File: config.mk
export PLATFORM = sky130hd
export DESIGN_NAME = tisc_spi_flash_seq
export DESIGN_NICKNAME = d
export VERILOG_FILES = /design/src/rtl/tisc_spi_pkg.sv /design/src/rtl/tisc_spi_wb_access.sv /design/src/rtl/tisc_spi_flash_seq.sv
export SDC_FILE = /design/constraint.sdc
export NUM_CORES = 1
export LEC_CHECK = 0
export BUFFER_PORTS_ARGS = -buffer_cell sky130_fd_sc_hd__buf_2
export CELL_PAD_IN_SITES_DETAIL_PLACEMENT = 1
export CELL_PAD_IN_SITES_GLOBAL_PLACEMENT = 1
export CORE_MARGIN = 2
export CORE_UTILIZATION = 41
export CTS_BUF_LIST = sky130_fd_sc_hd__clkbuf_8
export DETAILED_ROUTE_END_ITERATION = 16
export PLACE_DENSITY = 0.88
export SYNTH_ARGS = -nofsm -noshare
export SYNTH_HDL_FRONTEND = slang
export SYNTH_HIERARCHICAL = 1
export SYNTH_SLANG_ARGS = --single-unit
File: constraint.sdc
create_clock -name clk_i -period 2.4 [get_ports clk_i]
set_input_delay 0.12 -clock clk_i [delete_from_list [all_inputs] [get_ports clk_i]]
set_output_delay 0.12 -clock clk_i [all_outputs]
set_load 0.01 [all_outputs]
File: src/rtl/tisc_spi_pkg.sv
// Shared types and constants for the TISC SPI flash command sequencer.
// States WIPTX/WIPPOLL/WIPRX exist only when TISC_SPI_WIP_POLL_EN is defined.
package tisc_spi_pkg;

  typedef enum logic [3:0] {
    ST_INIT, ST_IDLE, ST_CSON, ST_TX, ST_POLL, ST_RX, ST_RDHOLD, ST_CSOFF, ST_DONE
`ifdef TISC_SPI_WIP_POLL_EN
    , ST_WIPTX, ST_WIPPOLL, ST_WIPRX
`endif
  } state_e;

  localparam logic [1:0] ADR_SPCR = 2'd0;
  localparam logic [1:0] ADR_SPSR = 2'd1;
  localparam logic [1:0] ADR_SPDR = 2'd2;
  localparam logic [1:0] ADR_SPER = 2'd3;

  localparam int SPCR_SPE  = 6;
  localparam int SPCR_MSTR = 4;
  localparam int SPCR_CPOL = 3;
  localparam int SPCR_CPHA = 2;

  localparam int SPSR_RFEMPTY = 0;
  localparam int SPSR_SPIF    = 7;

  localparam logic [7:0] OP_RDSR    = 8'h05;
  localparam logic [7:0] DUMMY_BYTE = 8'hFF;

  // Mode 0 master, core enabled, clock divider in SPR.
  function automatic logic [7:0] spcr_init(input logic [1:0] spr);
    logic [7:0] v;
    v = '0;
    v[SPCR_SPE]  = 1'b1;
    v[SPCR_MSTR] = 1'b1;
    v[1:0]       = spr;
    return v;
  endfunction

endpackage

File: src/rtl/tisc_spi_wb_access.sv
// Single classic-cycle WISHBONE access engine with ack timeout.
// done/rdata/timeout are valid combinationally in the ack (or expiry) cycle.
module tisc_spi_wb_access #(
  parameter int TMO_W = 8
) (
  input  logic       clk_i,
  input  logic       rst_n_i,
  input  logic       go,
  input  logic       we,
  input  logic [1:0] adr,
  input  logic [7:0] dat,
  output logic       done,
  output logic [7:0] rdata,
  output logic       timeout,
  output logic       spi_cyc_o,
  output logic       spi_stb_o,
  output logic       spi_we_o,
  output logic [1:0] spi_adr_o,
  output logic [7:0] spi_dat_o,
  input  logic [7:0] spi_dat_i,
  input  logic       spi_ack_i
);

  logic             cyc_q;
  logic [TMO_W-1:0] tmo_cnt;

  assign spi_cyc_o = cyc_q;
  assign spi_stb_o = cyc_q;
  assign done      = cyc_q & spi_ack_i;
  assign timeout   = cyc_q & ~spi_ack_i & (&tmo_cnt);
  assign rdata     = spi_dat_i;

  // Address/data/we are captured at go so they stay put for the whole access.
  always_ff @(posedge clk_i or negedge rst_n_i) begin
    if (!rst_n_i) begin
      cyc_q     <= 1'b0;
      tmo_cnt   <= '0;
      spi_we_o  <= 1'b0;
      spi_adr_o <= '0;
      spi_dat_o <= '0;
    end else if (!cyc_q) begin
      if (go) begin
        cyc_q     <= 1'b1;
        tmo_cnt   <= '0;
        spi_we_o  <= we;
        spi_adr_o <= adr;
        spi_dat_o <= dat;
      end
    end else if (spi_ack_i || (&tmo_cnt)) begin
      cyc_q <= 1'b0;
    end else begin
      tmo_cnt <= tmo_cnt + 1'b1;
    end
  end

endmodule

File: src/rtl/tisc_spi_flash_seq.sv
// Flash command sequencer driving simple_spi_top over WISHBONE and owning CS.
// Define TISC_SPI_WIP_POLL_EN to poll RDSR until WIP clears after write commands.
module tisc_spi_flash_seq
  import tisc_spi_pkg::*;
#(
  parameter logic [1:0] CLKDIV = 2'b00,
  parameter int         LEN_W  = 16,
  parameter int         TMO_W  = 8
) (
  input  logic             clk_i,
  input  logic             rst_n_i,
  input  logic             cmd_valid_i,
  output logic             cmd_ready_o,
  input  logic [7:0]       cmd_opcode_i,
  input  logic [23:0]      cmd_addr_i,
  input  logic             cmd_has_addr_i,
  input  logic             cmd_write_i,
  input  logic [LEN_W-1:0] cmd_len_i,
  input  logic [7:0]       wr_data_i,
  input  logic             wr_valid_i,
  output logic             wr_ready_o,
  output logic [7:0]       rd_data_o,
  output logic             rd_valid_o,
  input  logic             rd_ready_i,
  output logic             busy_o,
  output logic             done_o,
  output logic             err_o,
  output logic             spi_cyc_o,
  output logic             spi_stb_o,
  output logic             spi_we_o,
  output logic [1:0]       spi_adr_o,
  output logic [7:0]       spi_dat_o,
  input  logic [7:0]       spi_dat_i,
  input  logic             spi_ack_i,
  output logic             spi_cs_o
);

  localparam int IW = LEN_W + 1;

  state_e           state, state_nxt;
  logic             acc_pend, init_done, err_q, cs_q, cs_nxt, wr_q;
  logic [7:0]       op_q, rd_q, tx_byte;
  logic [23:0]      addr_q;
  logic [LEN_W-1:0] len_q;
  logic [2:0]       hdr_q;
  logic [IW-1:0]    idx_q;
  logic             go, g_we;
  logic [1:0]       g_adr;
  logic [7:0]       g_dat, acc_rdata;
  logic             acc_done, acc_tmo;
  logic             accept, data_ph, last, rd_byte, adv;
`ifdef TISC_SPI_WIP_POLL_EN
  logic             widx_q, wip_q;
`endif

  assign accept  = (state == ST_IDLE) && init_done && cmd_valid_i;
  assign data_ph = idx_q >= IW'(hdr_q);
  assign last    = (idx_q + IW'(1)) == (IW'(hdr_q) + IW'(len_q));
  assign rd_byte = data_ph && !wr_q;
  assign adv     = ((state == ST_RX) && acc_done && !rd_byte) ||
                   ((state == ST_RDHOLD) && rd_ready_i);

  assign cmd_ready_o = (state == ST_IDLE) && init_done;
  assign busy_o      = (state != ST_IDLE) && (state != ST_INIT);
  assign done_o      = (state == ST_DONE);
  assign rd_valid_o  = (state == ST_RDHOLD);
  assign wr_ready_o  = (state == ST_TX) && data_ph && wr_q && acc_done;
  assign rd_data_o   = rd_q;
  assign err_o       = err_q;
  assign spi_cs_o    = cs_q;

  always_comb begin
    tx_byte = DUMMY_BYTE;
    if (!data_ph) begin
      case (idx_q[1:0])
        2'd0:    tx_byte = op_q;
        2'd1:    tx_byte = addr_q[23:16];
        2'd2:    tx_byte = addr_q[15:8];
        default: tx_byte = addr_q[7:0];
      endcase
    end else if (wr_q) begin
      tx_byte = wr_data_i;
    end
  end

  always_comb begin
    state_nxt = state;
    go        = 1'b0;
    g_we      = 1'b0;
    g_adr     = ADR_SPCR;
    g_dat     = '0;
    case (state)
      ST_INIT: begin
        go    = !acc_pend;
        g_we  = 1'b1;
        g_dat = spcr_init(CLKDIV);
        if (acc_done) state_nxt = ST_IDLE;
      end
      ST_IDLE: if (accept) state_nxt = ST_CSON;
      ST_CSON: state_nxt = ST_TX;
      ST_TX: begin
        go    = !acc_pend && (!(data_ph && wr_q) || wr_valid_i);
        g_we  = 1'b1;
        g_adr = ADR_SPDR;
        g_dat = tx_byte;
        if (acc_done) state_nxt = ST_POLL;
      end
      ST_POLL: begin
        go    = !acc_pend;
        g_adr = ADR_SPSR;
        if (acc_done && !acc_rdata[SPSR_RFEMPTY]) state_nxt = ST_RX;
      end
      ST_RX: begin
        go    = !acc_pend;
        g_adr = ADR_SPDR;
        if (acc_done) state_nxt = rd_byte ? ST_RDHOLD : (last ? ST_CSOFF : ST_TX);
      end
      ST_RDHOLD: if (rd_ready_i) state_nxt = last ? ST_CSOFF : ST_TX;
      ST_CSOFF: begin
        state_nxt = ST_DONE;
`ifdef TISC_SPI_WIP_POLL_EN
        if (wr_q && wip_q && !err_q) state_nxt = ST_WIPTX;
`endif
      end
      ST_DONE: state_nxt = ST_IDLE;
`ifdef TISC_SPI_WIP_POLL_EN
      ST_WIPTX: begin
        go    = !acc_pend;
        g_we  = 1'b1;
        g_adr = ADR_SPDR;
        g_dat = widx_q ? DUMMY_BYTE : OP_RDSR;
        if (acc_done) state_nxt = ST_WIPPOLL;
      end
      ST_WIPPOLL: begin
        go    = !acc_pend;
        g_adr = ADR_SPSR;
        if (acc_done && !acc_rdata[SPSR_RFEMPTY]) state_nxt = ST_WIPRX;
      end
      ST_WIPRX: begin
        go    = !acc_pend;
        g_adr = ADR_SPDR;
        if (acc_done) state_nxt = widx_q ? ST_CSOFF : ST_WIPTX;
      end
`endif
      default: state_nxt = ST_INIT;
    endcase
    // INIT just retries; a stuck access elsewhere abandons the command.
    if (acc_tmo && (state != ST_INIT)) state_nxt = ST_CSOFF;
  end

  always_comb begin
    cs_nxt = 1'b0;
    case (state_nxt)
      ST_CSON, ST_TX, ST_POLL, ST_RX, ST_RDHOLD: cs_nxt = 1'b1;
`ifdef TISC_SPI_WIP_POLL_EN
      ST_WIPTX, ST_WIPPOLL, ST_WIPRX: cs_nxt = 1'b1;
`endif
      default: cs_nxt = 1'b0;
    endcase
  end

  always_ff @(posedge clk_i or negedge rst_n_i) begin
    if (!rst_n_i) begin
      state     <= ST_INIT;
      cs_q      <= 1'b0;
      acc_pend  <= 1'b0;
      init_done <= 1'b0;
      err_q     <= 1'b0;
      wr_q      <= 1'b0;
      op_q      <= '0;
      addr_q    <= '0;
      len_q     <= '0;
      hdr_q     <= '0;
      idx_q     <= '0;
      rd_q      <= '0;
`ifdef TISC_SPI_WIP_POLL_EN
      widx_q    <= 1'b0;
      wip_q     <= 1'b0;
`endif
    end else begin
      state <= state_nxt;
      cs_q  <= cs_nxt;
      if (go) acc_pend <= 1'b1;
      else if (acc_done || acc_tmo) acc_pend <= 1'b0;
      if ((state == ST_INIT) && acc_done) init_done <= 1'b1;
      if (acc_tmo) err_q <= 1'b1;
      if (accept) begin
        op_q   <= cmd_opcode_i;
        addr_q <= cmd_addr_i;
        wr_q   <= cmd_write_i;
        len_q  <= cmd_len_i;
        hdr_q  <= cmd_has_addr_i ? 3'd4 : 3'd1;
        idx_q  <= '0;
        err_q  <= 1'b0;
`ifdef TISC_SPI_WIP_POLL_EN
        wip_q  <= 1'b1;
`endif
      end
      if (adv) idx_q <= idx_q + IW'(1);
      if ((state == ST_RX) && acc_done && rd_byte) rd_q <= acc_rdata;
`ifdef TISC_SPI_WIP_POLL_EN
      if (state == ST_CSOFF) widx_q <= 1'b0;
      if ((state == ST_WIPRX) && acc_done) begin
        if (!widx_q) widx_q <= 1'b1;
        else wip_q <= acc_rdata[0];
      end
`endif
    end
  end

  tisc_spi_wb_access #(.TMO_W(TMO_W)) u_acc (
    .clk_i     (clk_i),
    .rst_n_i   (rst_n_i),
    .go        (go),
    .we        (g_we),
    .adr       (g_adr),
    .dat       (g_dat),
    .done      (acc_done),
    .rdata     (acc_rdata),
    .timeout   (acc_tmo),
    .spi_cyc_o (spi_cyc_o),
    .spi_stb_o (spi_stb_o),
    .spi_we_o  (spi_we_o),
    .spi_adr_o (spi_adr_o),
    .spi_dat_o (spi_dat_o),
    .spi_dat_i (spi_dat_i),
    .spi_ack_i (spi_ack_i)
  );

endmodule

==> report_table.html <==
<table>
<tr><th>Metric</th><th>Value</th></tr>
<tr><th colspan="2">Timing</th></tr>
<tr><td>Final setup violation count</td><td>17</td></tr>
<tr><td>Fin crit share</td><td>118%</td></tr>
<tr><td>Hold Violations, Final</td><td>0</td></tr>
<tr><td>Post-Route Setup TNS</td><td>-1.73 ns</td></tr>
<tr><td>Pins Over Slew Limit</td><td>0</td></tr>
<tr><td>Fin worst setup slack</td><td>-0.421 ns</td></tr>
<tr><td>Worst slew margin relative to its limit</td><td>just under 40%</td></tr>
<tr><td>Slew of the pin with the lowest slew margin</td><td>about 0.91 ns</td></tr>
<tr><td>Achievable Freq</td><td>354 MHz</td></tr>
<tr><td>Worst clock skew</td><td>0.0396 ns</td></tr>
<tr><td>Clock period minus worst slack</td><td>roughly 2.8 ns</td></tr>
<tr><td>RSZ-0062 raised after global routing</td><td>yes</td></tr>
<tr><th colspan="2">Die</th></tr>
<tr><td>Area of the die</td><td>around 0.016 mm^2</td></tr>
<tr><td>Initial cell density of the core</td><td>41.9%</td></tr>
<tr><td>Height of the die</td><td>approximately 130 um</td></tr>
<tr><td>Die extent in x</td><td>126 um</td></tr>
<tr><td>I/O pin count</td><td>100</td></tr>
<tr><td>Row Count</td><td>44</td></tr>
<tr><td>Placeable Area</td><td>~0.015 mm^2</td></tr>
<tr><th colspan="2">Power</th></tr>
<tr><td>Portion of total power attributed to the clock network</td><td>between 10% and 20%</td></tr>
<tr><td>Sequential share of power</td><td>about a third</td></tr>
<tr><td>Internal power</td><td>approximately 5.0 mW</td></tr>
<tr><td>Power per Cell Area</td><td>about 1100 mW/mm^2</td></tr>
<tr><td>Reported net switching power</td><td>between 4 and 5 mW</td></tr>
<tr><td>Net Sw Frac</td><td>45.7%</td></tr>
<tr><td>Leakage dissipation</td><td>around 3.7 nW</td></tr>
<tr><td>Combinational share of power</td><td>between 50 and 60%</td></tr>
<tr><td>IR drop worst, VDD</td><td>about 650 uV</td></tr>
<tr><th colspan="2">Global route</th></tr>
<tr><td>Total track usage</td><td>between 30% and 40%</td></tr>
<tr><td>Largest net degree at the start of global routing</td><td>62</td></tr>
<tr><td>Vias in the first global route</td><td>roughly 6.3k</td></tr>
<tr><td>Global-route wire length before repair</td><td>36300 um</td></tr>
<tr><td>Number of antenna violations at the first check in global routing</td><td>0</td></tr>
<tr><td>GR Overflow Total</td><td>0</td></tr>
<tr><th colspan="2">Clock tree</th></tr>
<tr><td>Clock sink total</td><td>roughly 100</td></tr>
<tr><td>CTS tree</td><td>yes</td></tr>
<tr><td>Clk_lat worst skew</td><td>between 0.4 and 0.5 ns</td></tr>
<tr><td>Clock transition at the register clock pins on the worst setup and hold paths after CTS</td><td>between 0.1 and 0.15 ns</td></tr>
<tr><td>Maximum level of the CTS H-tree</td><td>3</td></tr>
<tr><td>Root Driver</td><td>sky130_fd_sc_hd__clkbuf_8</td></tr>
<tr><td>Number of CTS-inserted buffers</td><td>9</td></tr>
<tr><td>Maximum clock path buffer count</td><td>2</td></tr>
<tr><th colspan="2">Synth</th></tr>
<tr><td>Top-count cell post-synth</td><td>sky130_fd_sc_hd__dfrtp_1</td></tr>
<tr><td>Number of nets in the synthesized netlist</td><td>~670</td></tr>
<tr><td>Netlist area before placement</td><td>0.00608 mm^2</td></tr>
<tr><td>Cell types with the highest counts after synthesis</td><td>104 x sky130_fd_sc_hd__dfrtp_1, 67 x sky130_fd_sc_hd__mux2_2, 31 x sky130_fd_sc_hd__xnor2_1</td></tr>
<tr><td>Post-synth EDFFs</td><td>0</td></tr>
<tr><td>Yosys warnings</td><td>6</td></tr>
<tr><td>Cell type contributing the most total cell area after synthesis</td><td>sky130_fd_sc_hd__dfrtp_1</td></tr>
<tr><td>Synth Instances</td><td>roughly 590</td></tr>
<tr><td>Proportion of synthesized chip area in sequential cells</td><td>42.8%</td></tr>
<tr><td>Synthesized flop and latch total</td><td>between 100 and 150</td></tr>
<tr><td>Library cells used by synthesis</td><td>67</td></tr>
<tr><td>Share of synthesized flip-flops with an asynchronous set or reset</td><td>100%</td></tr>
<tr><td>Share of Yosys cell area claimed by the top area cell type</td><td>between 40% and 50%</td></tr>
<tr><td>Most instantiated flip-flop cell in the synthesis netlist</td><td>sky130_fd_sc_hd__dfrtp_1</td></tr>
<tr><td>Average size of a mapped cell</td><td>between 10 and 15 um^2</td></tr>
<tr><td>Dominant cells by area after synthesis</td><td>sky130_fd_sc_hd__dfrtp_1 43%, sky130_fd_sc_hd__mux2_2 12%, sky130_fd_sc_hd__xnor2_1 4.5%</td></tr>
<tr><th colspan="2">Setup path</th></tr>
<tr><td>Critical Path Slowest Stage Cell</td><td>sky130_fd_sc_hd__a222oi_1</td></tr>
<tr><td>Critical path capture point type</td><td>flop</td></tr>
<tr><td>Cell-by-cell listing of the critical path</td><td>buf_4 -&gt; inv_2 -&gt; ha_2 -&gt; a222oi_1 -&gt; mux2i_2 -&gt; o2111ai_2 -&gt; a21oi_1 -&gt; mux2_2</td></tr>
<tr><td>Critical path arrival</td><td>~3.2 ns</td></tr>
<tr><td>Buffers plus inverters on the worst setup path</td><td>2</td></tr>
<tr><td>Worst path max stage delay</td><td>approximately 0.79 ns</td></tr>
<tr><td>Kind of launch point of the worst setup path</td><td>flop</td></tr>
<tr><td>Critical Path RT</td><td>2.73 ns</td></tr>
<tr><td>Biggest fanout along the worst timing path</td><td>8</td></tr>
<tr><td>Dominant delay contributor by cell family on the critical path</td><td>compound AO/OA/AOI/OAI gates</td></tr>
<tr><td>Type of the setup path with the least slack</td><td>flop to flop</td></tr>
<tr><th colspan="2">Detailed routing</th></tr>
<tr><td>Number of iterations in the first detailed-routing pass</td><td>6</td></tr>
<tr><td>Residual DRC</td><td>0</td></tr>
<tr><td>Post-detailed-route wirelength per cell</td><td>roughly 29 um</td></tr>
<tr><td>Routed vias/inst</td><td>6.31</td></tr>
<tr><td>Metal1 wirelength</td><td>10100 um</td></tr>
<tr><td>Drt first-iter violations</td><td>~670</td></tr>
<tr><td>Highest Signal Layer</td><td>met4</td></tr>
<tr><td>Vias</td><td>6119</td></tr>
<tr><td>Met2 wirelength from detailed routing</td><td>14000 um</td></tr>
<tr><td>Post-route ant nets</td><td>0</td></tr>
<tr><td>Post-detailed-routing wire length</td><td>~28000 um</td></tr>
<tr><td>Length of routed met3 wiring</td><td>1890 um</td></tr>
<tr><th colspan="2">Finish</th></tr>
<tr><td>Ant diodes</td><td>0</td></tr>
<tr><td>Layout net count</td><td>862</td></tr>
<tr><td>Share of layout cells above drive strength 1</td><td>a little over two fifths</td></tr>
<tr><td>Area Growth Syn to Fin</td><td>36.5%</td></tr>
<tr><td>Final Cell Area</td><td>between 0.008 and 0.009 mm^2</td></tr>
<tr><td>Final-layout fill cell count</td><td>between 1.5k and 2k</td></tr>
<tr><th colspan="2">Place</th></tr>
<tr><td>Routability-driven placement congestion ratio</td><td>0.889</td></tr>
<tr><td>Port Buffers</td><td>just under 100</td></tr>
<tr><td>Placed Area</td><td>about 0.0069 mm^2</td></tr>
<tr><td>Half-perimeter wire length after placement</td><td>roughly 14000 um</td></tr>
<tr><th colspan="2">Outcome</th></tr>
<tr><td>Violated checks</td><td>negative setup slack</td></tr>
<tr><td>Outcome</td><td>complete, but fails checks</td></tr>
<tr><th colspan="2">Flow run</th></tr>
<tr><td>Max Cap Viol</td><td>0</td></tr>
<tr><th colspan="2">Worst hold path</th></tr>
<tr><td>Worst min-delay path class</td><td>primary input to flop</td></tr>
</table>
[registers in the layout, indices dropped and copies added (netlist names), 4 cells and up]
| signal | flops |
|---|---|
| rd_data_o | 8 |
| state | 4 |
| u_acc/spi_dat_o | 8 |
| u_acc/tmo_cnt | 8 |
| op_q | 8 |
| idx_q | 17 |
| len_q | 16 |
| addr_q | 24 |
[final timing paths]
kind | to | slack (ns) | from | cells after the start
max | u_acc/spi_dat_o[6] | -0.42 | idx_q[1] | 8
min | u_acc/tmo_cnt[6] | 0.12 | spi_ack_i | 4
max reg2reg | u_acc/spi_dat_o[6] | -0.42 | idx_q[1] | 8
min reg2reg | err_o | 0.51 | err_o | 1
max in group asynchronous | rd_data_o[5] | 1.14 | rst_n_i | 3
min in group asynchronous | len_q[8] | 0.31 | rst_n_i | 2
[metrics by stage]
step                      std cells  hold WS [ns]  worst slack, ns  utilization [%]  power, mW
after global routing            969         0.189           -0.549             57.1       9.57
after CTS                       956         0.115          0.00253             54.5       7.99
after floorplan                 585        -0.176           0.0317                -       5.34
final                           969         0.120           -0.421             57.1       9.26
after detailed placement        871         0.252           -0.196             47.7       6.53
after global placement          871         0.248          -0.0192             47.7       6.21
[metal layers]
layer / up-vias / global-route usage (%)
li1: 2495 / -
met1: 3092 / 32.6
met2: 368 / 54.0
met3: 164 / 6.54
met4: 0 / 17.0
met5: - / 0
[cells by family (layout without fill, tap and decap cells)]
family                     after synthesis  count (layout)  share of synthesized area (%)
and+or+nand+nor                        177             177                           16.2
DFF                                    104             104                           42.8
AOI/OAI and AO/OA                       99              99                           12.0
muxes                                   83              83                           15.3
buffers and inverters                   73             273                           6.09
xor gates and xnor gates                39              39                           5.62
adders and majority gates               10              10                           2.06
[final cells by class]
type                            instances  area, um^2  share of cell area (%)
Multi-Input combinational cell        408        3470                    41.8
Clock buffer                            9         124                    1.49
Sequential cell                       104        2610                    31.4
Inverter                               24        92.6                    1.11
Clock inverter                          7        88.8                    1.07
Timing Repair Buffer                  233        1690                    20.4
Tap cell                              184         230                    2.77
[cells in the final DEF (no fill, tap or decap), drive strengths merged, types with 5 or more instances in the layout]
master | netlist | layout
a211oi | 6 | 6
a21o | 9 | 9
a21oi | 17 | 17
a222oi | 8 | 8
a311oi | 6 | 6
and2 | 5 | 5
and3 | 5 | 5
and4 | 11 | 11
buf | 30 | 174
clkbuf | 19 | 9
dfrtp | 104 | 104
dlygate4sd3 | 0 | 59
ha | 10 | 10
inv | 24 | 29
mux2 | 70 | 70
mux2i | 13 | 13
nand2 | 30 | 30
nand2b | 7 | 7
nand3 | 21 | 21
nand4 | 15 | 15
nor2 | 30 | 30
nor3 | 21 | 21
nor4 | 6 | 6
o21ai | 20 | 20
or3 | 6 | 6
xnor2 | 31 | 31
xor2 | 8 | 8
[power groups by stage]
stage	sequential (mW)	combinational (mW)	clock, mW
6_report	3.17	4.84	1.26
4_1_cts	2.96	3.84	1.20
3_3_place_gp	2.89	3.31	0
5_1_grt	3.20	5.04	1.34
3_5_place_dp	2.98	3.55	0
2_1_floorplan	2.79	2.56	0
[timing repair]
item,4_1_cts,5_1_grt
endpoints found under the hold margin,118,0
resized for setup,25,63
buffers inserted,10,13
setup endpoints to repair,32,43
hold buffers,59,0
pin swaps,13,26
[worst register-to-register path, stage by stage, from the launching register on]
cell and delay, ns:
sky130_fd_sc_hd__dfrtp_2 0.47, sky130_fd_sc_hd__buf_4 0.17, sky130_fd_sc_hd__inv_2 0.09, sky130_fd_sc_hd__ha_2 0.28, sky130_fd_sc_hd__a222oi_1 0.80, sky130_fd_sc_hd__mux2i_2 0.26
sky130_fd_sc_hd__o2111ai_2 0.28, sky130_fd_sc_hd__a21oi_1 0.12, sky130_fd_sc_hd__mux2_2 0.26
Power figures use the tool's default switching activity.
